### src/rtl/sprite_defs_pkg.sv
// Shared definitions for the sprite fetch scheduler: ROM row width, default
// fetch-window bounds and the sequencer state encoding.
package sprite_defs;

  localparam int ROW_ADDR_W           = 4;
  localparam int DEFAULT_WINDOW_START = 256;
  localparam int DEFAULT_WINDOW_END   = 308;

  typedef enum logic [1:0] {
    ST_IDLE  = 2'd0,
    ST_ARB   = 2'd1,
    ST_GRANT = 2'd2
  } sched_state_t;

  // Next index after v in a ring of n entries.
  function automatic logic [2:0] wrap_inc(input logic [2:0] v, input int n);
    if (int'(v) + 1 >= n) begin
      return 3'd0;
    end
    return v + 3'd1;
  endfunction

endpackage

### src/rtl/rr_priority_pick.sv
// Combinational rotating-priority picker: returns the first set request bit
// found searching upward from ptr, wrapping modulo N.
module rr_priority_pick #(
  parameter int N = 4
) (
  input  logic [N-1:0] req,
  input  logic [2:0]   ptr,
  output logic         valid,
  output logic [2:0]   index
);

  always_comb begin
    int tgt;
    tgt   = 0;
    valid = 1'b0;
    index = 3'd0;
    for (int off = 0; off < N; off++) begin
      tgt = int'(ptr) + off;
      if (tgt >= N) begin
        tgt = tgt - N;
      end
      for (int i = 0; i < N; i++) begin
        if (!valid && tgt == i && req[i]) begin
          valid = 1'b1;
          index = 3'(i);
        end
      end
    end
  end

endmodule

### src/rtl/sprite_fetch_scheduler.sv
// Time-shares the sprite bitmap ROM among renderers during horizontal blank:
// one ARB cycle per grant, SLOT_CYCLES load cycles, at most one grant per renderer per line.
module sprite_fetch_scheduler
  import sprite_defs::*;
#(
  parameter int NUM_SPRITES  = 4,
  parameter int SLOT_CYCLES  = 4,
  parameter int WINDOW_START = DEFAULT_WINDOW_START,
  parameter int WINDOW_END   = DEFAULT_WINDOW_END
) (
  input  logic                              clk,
  input  logic                              reset,
  input  logic [8:0]                        hpos,
  input  logic [NUM_SPRITES-1:0]            fetch_req,
  input  logic [ROW_ADDR_W*NUM_SPRITES-1:0] rom_addr_in,
  output logic [NUM_SPRITES-1:0]            load,
  output logic [ROW_ADDR_W-1:0]             rom_yofs,
  output logic [2:0]                        grant_id,
  output logic                              busy,
  output logic                              line_overrun
);

  sched_state_t state_reg, state_next;
  logic [2:0] grant_id_reg, grant_id_next;
  logic [2:0] ptr_reg, ptr_next;
  logic [3:0] cnt_reg, cnt_next;
  logic [NUM_SPRITES-1:0] served_reg, served_next;
  logic overrun_reg, overrun_next;
  logic [ROW_ADDR_W-1:0] yofs_hold_reg, yofs_hold_next;

  logic [ROW_ADDR_W-1:0] row_addr [NUM_SPRITES];
  logic [ROW_ADDR_W-1:0] grant_row;
  logic [NUM_SPRITES-1:0] candidates;
  logic pick_valid;
  logic [2:0] pick_index;
  logic [9:0] hpos_ext;
  logic window_ok;

  generate
    for (genvar gi = 0; gi < NUM_SPRITES; gi++) begin : g_lane
      assign row_addr[gi] = rom_addr_in[ROW_ADDR_W*gi +: ROW_ADDR_W];
      assign load[gi]     = (state_reg == ST_GRANT) && (grant_id_reg == 3'(gi));
    end
  endgenerate

  always_comb begin
    grant_row = '0;
    for (int i = 0; i < NUM_SPRITES; i++) begin
      if (grant_id_reg == 3'(i)) begin
        grant_row = row_addr[i];
      end
    end
  end

  assign candidates = fetch_req & ~served_reg;

  rr_priority_pick #(
    .N(NUM_SPRITES)
  ) u_pick (
    .req  (candidates),
    .ptr  (ptr_reg),
    .valid(pick_valid),
    .index(pick_index)
  );

  // Zero-extended so hpos near 511 plus a slot cannot wrap past the window end.
  assign hpos_ext  = {1'b0, hpos};
  assign window_ok = (hpos_ext + 10'(SLOT_CYCLES)) <= 10'(WINDOW_END);

  always_ff @(posedge clk) begin
    if (reset) begin
      state_reg     <= ST_IDLE;
      grant_id_reg  <= 3'd0;
      ptr_reg       <= 3'd0;
      cnt_reg       <= 4'd0;
      served_reg    <= '0;
      overrun_reg   <= 1'b0;
      yofs_hold_reg <= '0;
    end else begin
      state_reg     <= state_next;
      grant_id_reg  <= grant_id_next;
      ptr_reg       <= ptr_next;
      cnt_reg       <= cnt_next;
      served_reg    <= served_next;
      overrun_reg   <= overrun_next;
      yofs_hold_reg <= yofs_hold_next;
    end
  end

  always_comb begin
    state_next     = state_reg;
    grant_id_next  = grant_id_reg;
    ptr_next       = ptr_reg;
    cnt_next       = cnt_reg;
    served_next    = served_reg;
    overrun_next   = 1'b0;
    yofs_hold_next = yofs_hold_reg;
    case (state_reg)
      ST_IDLE: begin
        if (hpos == 9'(WINDOW_START)) begin
          served_next = '0;
          state_next  = ST_ARB;
        end
      end
      ST_ARB: begin
        if (pick_valid && window_ok) begin
          grant_id_next = pick_index;
          cnt_next      = 4'(SLOT_CYCLES - 1);
          state_next    = ST_GRANT;
        end else begin
          // Pending work left on the table closes the line with an overrun flag.
          overrun_next = |candidates;
          state_next   = ST_IDLE;
        end
      end
      ST_GRANT: begin
        yofs_hold_next = grant_row;
        if (cnt_reg == 4'd0) begin
          for (int i = 0; i < NUM_SPRITES; i++) begin
            if (grant_id_reg == 3'(i)) begin
              served_next[i] = 1'b1;
            end
          end
          ptr_next   = wrap_inc(grant_id_reg, NUM_SPRITES);
          state_next = ST_ARB;
        end else begin
          cnt_next = cnt_reg - 4'd1;
        end
      end
      default: begin
        state_next = ST_IDLE;
      end
    endcase
  end

  assign rom_yofs     = (state_reg == ST_GRANT) ? grant_row : yofs_hold_reg;
  assign grant_id     = grant_id_reg;
  assign busy         = (state_reg != ST_IDLE);
  assign line_overrun = overrun_reg;

endmodule

### config.mk
export PLATFORM = sky130hd
export DESIGN_NAME = sprite_fetch_scheduler
export DESIGN_NICKNAME = d
export VERILOG_FILES = /design/src/rtl/sprite_defs_pkg.sv /design/src/rtl/rr_priority_pick.sv /design/src/rtl/sprite_fetch_scheduler.sv
export SDC_FILE = /design/constraint.sdc
export NUM_CORES = 1
export LEC_CHECK = 0
export ABC_AREA = 1
export BUFFER_PORTS_ARGS = -buffer_cell sky130_fd_sc_hd__buf_2
export CAP_MARGIN = 20
export CORE_MARGIN = 2
export CORE_UTILIZATION = 45
export DETAILED_ROUTE_END_ITERATION = 8
export MAX_ROUTING_LAYER = met4
export PLACE_DENSITY = 0.71
export RECOVER_POWER = 50
export SYNTH_ARGS = -nofsm -noshare
export SYNTH_HDL_FRONTEND = slang
export SYNTH_SLANG_ARGS = --single-unit
### constraint.sdc
create_clock -name clk -period 2.5 [get_ports clk]
set_clock_uncertainty 0.15 [all_clocks]
set_input_delay 0.25 -clock clk [delete_from_list [all_inputs] [get_ports clk]]
set_output_delay 0.25 -clock clk [all_outputs]
set_load 0.05 [all_outputs]
==> impl_metrics.tcl <==
set metrics [dict create \
    cp.arrival_ns 1.83 \
    num_rows 20 \
    ff2ff_path_depth 9 \
    cts_tree "yes" \
    coreArea_um2 3080 \
    hold_end "yofs_hold_reg[1]$_SDFF_PP0_" \
    max_freq_mhz 448 \
    port_buffers 42 \
    peakVddDrop_uv 647 \
    gr-total-overflow 0 \
    syn_inst 229 \
    fin_util 0.567 \
    clockPowerShare 0.086 \
    dpl.hpwl_um 2890 \
    holdCritPathClass "input pin to flip-flop" \
    ant_nets 0 \
    seqPwrFrac 0.266 \
    tightestPinTransition_ns 0.607 \
    synth_edf_count 0 \
    syn_area_um2 1460 \
    cp_slowest_cell "dfxtp_1" \
    clock_sinks 20 \
    cp.required_ns 2.10 \
    relSlewSlack 0.597 \
    fin_tns_setup_ns 0 \
    period_minus_slack_ns 2.23 \
    io_pins 44 \
    dr.pass1.iters 4 \
    clk_pin_slew_ns 0.10 \
    drc_errors 0 \
    insertion_delay_ns 0.29 \
    fin_area_um2 1750 \
    regToRegStartpoint "state_reg[0]$_SDFFE_PP0P_" \
    cp_max_fo 8 \
    cts_buffer_depth 2 \
    ys_warn_count 0 \
    combPwrFrac 0.648 \
    viasPerCell 4.95 \
    die_height_um 61.0 \
    die_area_um2 3730 \
    placed_cell_area_um2 1730 \
    drt-total-wl_um 3470 \
    reg2reg_to "served_reg[2]$_SDFFE_PP0P_" \
    power.total_w 0.00171 \
    fp.dieW_um 61.0 \
    final_common_cell "nand2_1" \
    cpPeakStageDelay_ns 0.35 \
    holdPathStages 3 \
    status "finished, final reports clean" \
    antennaDiodeCount 0 \
    whs_ns 0.0906 \
    ys_seq_area_frac 0.274 \
    grt_start_max_net_pins 14 \
    grt_use_total 0.205 \
    p_switching_w 0.000908 \
    cts_buffers 3 \
    setup_viol 0 \
    rsz0062_at_grt "false" \
    cp-startpoint "state_reg[0]$_SDFFE_PP0P_" \
    p_int_w 0.000804 \
    leakagePower_nw 0.873 \
    antenna_found_initial 0 \
    cts_root_buf "clkbuf_4" \
    hold_buffers 0 \
    wl_per_cell_um 10.9 \
    final_cell_mix "nand2_1, inv_1, buf_2" \
    area_growth_pct 19.3 \
    yosys.cell_types.count 28 \
    cts-htree-levels 1 \
    drv_cap 0 \
    start_util 0.476 \
    slew_viol_final 0 \
    vias 1569 \
    async_flop_share 0 \
    switching_share 0.530 \
    hp-start "rom_addr_in[13]" \
    synth_flop_cell "dfxtp_1" \
    cp-end-kind "primary output" \
    ys_ff_latch 20 \
    finalWeightedCongestion 0.969 \
    drive_gt1_frac 0.212 \
    grt_pass1_vias 1366 \
    grt_pass1_wl_um 5610 \
    period_share 0.892 \
    cp-start-kind "flip-flop" \
    avgSynthCellArea_um2 6.39 \
    drt_iter0_markers 78 \
    hold_viol 0 \
    worstPathCellList "inv_1, ha_2, clkinv_1, nor2_2, o211ai_1, nand3_1, buf_2" \
    final_net_count 314 \
    synthesis.nets 268 \
    p_per_area_nw_per_um2 980 \
    crit_type "flip-flop to primary output" \
    rrSetupSlack_ns 0.35 \
]
layout make-up:
cell class	instances	area [µm²]
fillers	328	1330
multi-input cells	167	907
flip-flops and latches	20	400
repair buffers	44	215
inverters	39	146
well taps	44	55.1
clock buffers	3	22.5
cells by family after synthesis:
group                    Yosys count  synth area share
XOR/XNOR                           2            0.0120
flip-flops                        20             0.274
adder cells (fa/ha/maj)            8            0.0684
AND/OR/NAND/NOR                  122             0.403
other                              1           0.00256
buffers and inverters             42             0.110
AO/OA/AOI/OAI                     34             0.131
per-layer routing:
metal	global-route usage	vias to the layer above	part of all wire
li1	-	835	-
met1	0.259	670	0.48
met2	0.328	56	0.44
met3	0.0273	8	0.061
met4	0.0870	0	0.016
met5	-	-	0
critical path, delay by kind of cell, from the launching register on:
family,cells,cell delay [ns]
buffers and inverters,3,0.46
DFF,1,0.35
and+or+nand+nor,2,0.29
adders and majority gates,1,0.27
AOI/OAI and AO/OA,1,0.17
power by group through the flow:
| stage | sequential [W] | combinational (W) | clock [W] |
|---|---|---|---|
| 6_report | 0.000455 | 0.00111 | 0.000147 |
| 3_3_place_gp | 0.000459 | 0.00111 | 0 |
| 3_5_place_dp | 0.000460 | 0.00111 | 0 |
| 4_1_cts | 0.000453 | 0.00112 | 0.000151 |
| 5_1_grt | 0.000465 | 0.00124 | 0.000162 |
| 2_1_floorplan | 0.000472 | 0.000859 | 0 |
worst max-delay path by stage:
stage	to	cells past startpoint
final	rom_yofs[2]	7
after global routing	rom_yofs[2]	6
after CTS	rom_yofs[2]	7
after detailed placement	served_reg[2]$_SDFFE_PP0P_	9
after global placement	served_reg[2]$_SDFFE_PP0P_	9
after floorplan	rom_yofs[0]	5
cell usage after synthesis, types with 4 or more instances:
library cell,number,area [µm²]
o211ai_1,4,30.0
nand3_1,25,125
a21oi_1,17,85.1
o21ai_0,6,30.0
nor3_1,4,20.0
nand2_1,50,188
inv_1,35,131
nor2_2,5,31.3
a31oi_1,5,31.3
ha_1,8,100
dfxtp_1,20,400
nor2_1,21,78.8
timing repair:
action | 4_1_cts | 5_1_grt
endpoints found under the setup margin | 0 | 4
resized for setup | 0 | 2
setup buffers | 0 | 0
stage by stage:
step | std cells | setup slack [ns]
finish | 317 | 0.270
global route | 317 | 0.0756
CTS | 317 | 0.0388
detailed placement | 314 | 0.306
global placement | 314 | 0.283
floorplan | 229 | 0.229
Power figures use the tool's default switching activity.
